[src/rtl/ivector_rr_queue.sv]
// Bank of NCHAN independent FIFOs sharing one output port.
// A round-robin arbiter drains one word per cycle from the non-empty channels.
module ivector_rr_queue #(
    parameter  int WIDTH = 32,
    parameter  int NCHAN = 10,
    parameter  int DEPTH = 4,
    localparam int CW    = $clog2(NCHAN),
    localparam int PW    = $clog2(DEPTH)
) (
    input  logic             CLK,
    input  logic             nRST,
    input  logic             in_ena,
    input  logic [CW-1:0]    in_chan,
    input  logic [WIDTH-1:0] in_data,
    output logic [NCHAN-1:0] in_rdy,
    input  logic             out_rdy,
    output logic             out_ena,
    output logic [CW-1:0]    out_chan,
    output logic [WIDTH-1:0] out_data,
    output logic [NCHAN-1:0] nonempty,
    output logic [15:0]      drop_cnt
);

    logic [WIDTH-1:0] mem    [NCHAN][DEPTH];
    logic [PW-1:0]    rd_ptr [NCHAN];
    logic [PW-1:0]    wr_ptr [NCHAN];
    logic [PW:0]      count  [NCHAN];
    logic [CW-1:0]    rr_ptr;

    logic [NCHAN-1:0] enq_sel;
    logic [NCHAN-1:0] deq_sel;
    logic             enq_any;
    logic             grant_found;
    logic [CW-1:0]    grant_chan;
    logic [CW:0]      search_idx;

    // NOTE: every always_comb output gets a default first so no path leaves it unassigned (no latch).
    always_comb begin
        in_rdy   = '0;
        nonempty = '0;
        for (int c = 0; c < NCHAN; c++) begin
            in_rdy[c]   = count[c] < (PW+1)'(DEPTH);
            nonempty[c] = count[c] != '0;
        end
    end

    // An out-of-range in_chan matches no channel, so it falls through to a drop.
    always_comb begin
        enq_sel = '0;
        for (int c = 0; c < NCHAN; c++) begin
            enq_sel[c] = in_ena && (in_chan == CW'(c)) && in_rdy[c];
        end
    end

    assign enq_any = |enq_sel;

    // Search rr_ptr+1 .. rr_ptr+NCHAN modulo NCHAN; first non-empty channel wins.
    always_comb begin
        grant_found = 1'b0;
        grant_chan  = '0;
        search_idx  = '0;
        for (int i = 1; i <= NCHAN; i++) begin
            search_idx = {1'b0, rr_ptr} + (CW+1)'(i);
            if (search_idx >= (CW+1)'(NCHAN)) begin
                search_idx = search_idx - (CW+1)'(NCHAN);
            end
            if (!grant_found && nonempty[search_idx[CW-1:0]]) begin
                grant_found = 1'b1;
                grant_chan  = search_idx[CW-1:0];
            end
        end
    end

    assign out_ena  = out_rdy && grant_found;
    assign out_chan = grant_chan;

    always_comb begin
        out_data = '0;
        deq_sel  = '0;
        for (int c = 0; c < NCHAN; c++) begin
            if (grant_found && (grant_chan == CW'(c))) begin
                out_data   = mem[c][rd_ptr[c]];
                deq_sel[c] = out_ena;
            end
        end
    end

    // NOTE: state registers use non-blocking assignments; reset is sampled only on the clock edge.
    always_ff @(posedge CLK) begin
        if (!nRST) begin
            for (int c = 0; c < NCHAN; c++) begin
                rd_ptr[c] <= '0;
                wr_ptr[c] <= '0;
                count[c]  <= '0;
            end
            rr_ptr   <= CW'(NCHAN - 1);
            drop_cnt <= '0;
        end else begin
            for (int c = 0; c < NCHAN; c++) begin
                if (enq_sel[c]) begin
                    wr_ptr[c] <= wr_ptr[c] + PW'(1);
                end
                if (deq_sel[c]) begin
                    rd_ptr[c] <= rd_ptr[c] + PW'(1);
                end
                case ({enq_sel[c], deq_sel[c]})
                    2'b10:   count[c] <= count[c] + (PW+1)'(1);
                    2'b01:   count[c] <= count[c] - (PW+1)'(1);
                    default: count[c] <= count[c];
                endcase
            end
            if (out_ena) begin
                rr_ptr <= grant_chan;
            end
            if (in_ena && !enq_any && (drop_cnt != 16'hFFFF)) begin
                drop_cnt <= drop_cnt + 16'd1;
            end
        end
    end

    // NOTE: the buffer array has no reset; stale words are unreachable once pointers and counts clear.
    always_ff @(posedge CLK) begin
        for (int c = 0; c < NCHAN; c++) begin
            if (enq_sel[c]) begin
                mem[c][wr_ptr[c]] <= in_data;
            end
        end
    end

endmodule

[config.mk]
export PLATFORM = sky130hd
export DESIGN_NAME = ivector_rr_queue
export DESIGN_NICKNAME = d
export VERILOG_FILES = /design/src/rtl/ivector_rr_queue.sv
export SDC_FILE = /design/constraint.sdc
export NUM_CORES = 1
export LEC_CHECK = 0
export ABC_CLOCK_PERIOD_IN_PS = 18130
export CORE_MARGIN = 1.5
export CORE_UTILIZATION = 45
export DETAILED_ROUTE_END_ITERATION = 10
export DONT_BUFFER_PORTS = 1
export SLEW_MARGIN = 15
export SYNTH_ARGS = -nofsm -noshare
export SYNTH_HDL_FRONTEND = slang
export SYNTH_SLANG_ARGS = --single-unit
export TNS_END_PERCENT = 10
[constraint.sdc]
create_clock -name CLK -period 18.13 [get_ports CLK]
set_input_delay 2.7195 -clock CLK [delete_from_list [all_inputs] [get_ports CLK]]
set_output_delay 2.7195 -clock CLK [all_outputs]
set_load 0.01 [all_outputs]
==> results.md <==
* Status: finished clean
* Total gr overflow at 0
* Clk Latency, worst-skew pair at 0.79 ns
* Largest net degree at the start of global routing at ~120
* Met3 track demand over resource at 0.0429
* Initial Util at 0.454
* # DRC at 0
* Reg2reg path depth at 27
* Yosys cell types at 111
* Via/cell ratio at 6.06
* I/O Pins at approximately 110
* Max Cap Viol at 0
* Layout area overhead at 10.6%
* Standard-cell row count at 131
* Core ar. at about 130,000 um^2
* Post-DP HPWL at between 90 and 100 mm
* Global-route wire length before repair at 222 mm
* Initial drt markers at roughly 2,600
* CP required at approximately 15 ns
* Hold_buf cts at 0
* Most common cell after layout, fill and taps aside: edfxtp_1
* CTS resizes at 0
* Crit Path Max Fanout at 48
* Synthesis warning total at 0
* DP Area at between 50,000 and 60,000 um^2
* Crit path kind: reg -> out
* Avg Synthesized Cell Area at roughly 18 um^2
* Number of global-route vias before repair at 31,164
* Clk slew on worst S/H paths at 0.07 ns
* Most frequent cells in the layout: 1,350 x edfxtp_1, 322 x mux4_2, 145 x clkbuf_16
* CTS tree: done
* Worst Setup EP: out_data[5]
* Nets at between 3,000 and 4,000
* RR Startpoint: rr_ptr[0]
* Antenna cells at 0
* GRT Overall Usage at 0.235
* Max Root-Sink Buffers at 3
* Routed vias at 30,279
* Unrepaired setup endpoints after global routing: no
* Synth Instances at 3,196
* Post-Route Setup TNS at 0 ns
* Die width at between 300 and 400 um
* Final Routed Wirelength at between 150 and 200 mm
* Share of cells above drive strength 1 at 0.207
* CTS Buf Count at about 140
* Reg-to-reg endpoint: count[3][2]
* Final design utilization at 0.502
* Clk sinks at 1,370
* Worst Skew at ~0.057 ns
* Critical path data arrival time at ~9 ns
* Routed Antenna Nets at 0
* Slew HR at 0.208
* FMAX at 0.0867 GHz
* Worst Setup Start Kind: flip-flop
* # setup viols final at 0
* Critical path startpoint: rr_ptr[0]
* Post-synth EDFFs at 1,350
* Post-synthesis register bit count at around 1,400
* Async S/R FF share, synth at 0
* Routed wire per std cell at just over 30 um
* Met2 Use GR at 0.401
* Drt pass-1 iters at 6
* Post-route minimum period at between 10 and 15 ns
* Setup Buffers After CTS at 0
* Initial antenna violation count at 1
* Routability cong. at ~0.84
* Top_reg_cell synth: edfxtp_1
* Port bufs at 0
* Final hold violation count at 0
* Post-synth net total at 3,331
* Die area at 131,000 um^2
* Max-slew violations at 0
* Reg2reg setup slack at 9.09 ns
* Grt met1 use at 0.301
* Worst-Margin Slew at approximately 1.2 ns
* Clock root cell: clkbuf_16
* Sequential fraction of the synthesis area at 0.705
* Final Cycle Share at 0.637
* Worst Setup End Kind: output pin
* Finished layout cell area at 64,200 um^2
* Path type of the worst min-delay path: reg -> reg
* Die H at approximately 360 um
* Post-Syn Area at about 58,000 um^2
* Busiest grt layer: met2
* H-tree Lvls at 4
==> cell families after synthesis <==
kind of cell             count (synthesis)  synth area share
multiplexers                           342             0.128
XOR/XNOR                                47           0.00735
flip-flops                            1370             0.705
AND/OR/NAND/NOR                        572            0.0547
buffers and inverters                  306            0.0230
adder cells (fa/ha/maj)                 95            0.0218
AO/OA/AOI/OAI                          464            0.0594
==> through the flow <==
stage	hold slack (ns)	setup slack (ns)	std cells
after floorplan	0.546	10.17	3196
after global placement	0.564	7.57	4731
after global routing	0.602	6.09	4995
final	0.578	6.59	4995
after detailed placement	0.575	7.42	4731
after CTS	0.583	6.59	4995
==> flip-flops by register name, summed over array words and instances, names as in the netlist <==
register  flops
mem        1280
count        30
rd_ptr       20
wr_ptr       20
drop_cnt     16
rr_ptr        4
==> worst min path at each step <==
stage / startpoint / endpoint / slack [ns] / cells after the start
5_1_grt: count[3][0] / count[3][0] / 0.60 / 1
6_report: count[2][0] / count[2][0] / 0.58 / 1
4_1_cts: count[2][0] / count[2][0] / 0.58 / 1
3_5_place_dp: count[2][0] / count[2][0] / 0.57 / 1
2_1_floorplan: count[2][0] / count[2][0] / 0.55 / 1
3_3_place_gp: count[3][0] / count[3][0] / 0.56 / 1
==> per-layer routing <==
metal	up-vias	share of wire
li1	12987	-
met1	16058	0.40
met2	1003	0.51
met3	229	0.058
met4	2	0.035
met5	-	0.000046
==> area by class of cell <==
type / count / area, um^2
fillers: 10246 / 63600
flip-flops and latches: 1370 / 40900
multi-input cells: 1520 / 15800
clock buffers: 192 / 3800
well taps: 1662 / 2080
clock inverters: 72 / 719
inverters: 138 / 520
repair buffers: 41 / 308
==> synthesized netlist by cell type (all sizes together), types with 27 or more instances <==
library cell	n	share of area
o21ai	55	0.0048
mux4	322	0.12
nor2b	34	0.0037
edfxtp	1350	0.70
o21a	27	0.0035
clkbuf	98	0.0063
nor2	126	0.0086
nand2	107	0.0070
and3	32	0.0035
a21oi	109	0.010
o31ai	27	0.0036
nor3	39	0.0034
nand3	35	0.0034
buf	70	0.0077
inv	137	0.0089
and2	60	0.0065
ha	85	0.018
o22ai	43	0.0046
==> worst max-delay path, cell delays in order (launching register included) <==
cell and delay, ns:
dfxtp_1 0.31, buf_4 0.47, inv_2 0.30, ha_1 0.72
inv_1 0.41, ha_1 0.37, nand2b_1 0.12, a211oi_1 0.06
nor4_1 0.50, nor3_1 0.13, o21a_1 0.28, nor4b_2 0.42
and3_1 0.40, nand2_1 0.15, o32a_4 0.45, inv_2 0.08
buf_4 0.58, o21ai_2 0.45, nor2_2 0.89, a221oi_2 0.15
a41oi_1 0.76
Power is not shown: default switching activity piles up to over one toggle a cycle in this logic, so the estimate is an artifact.
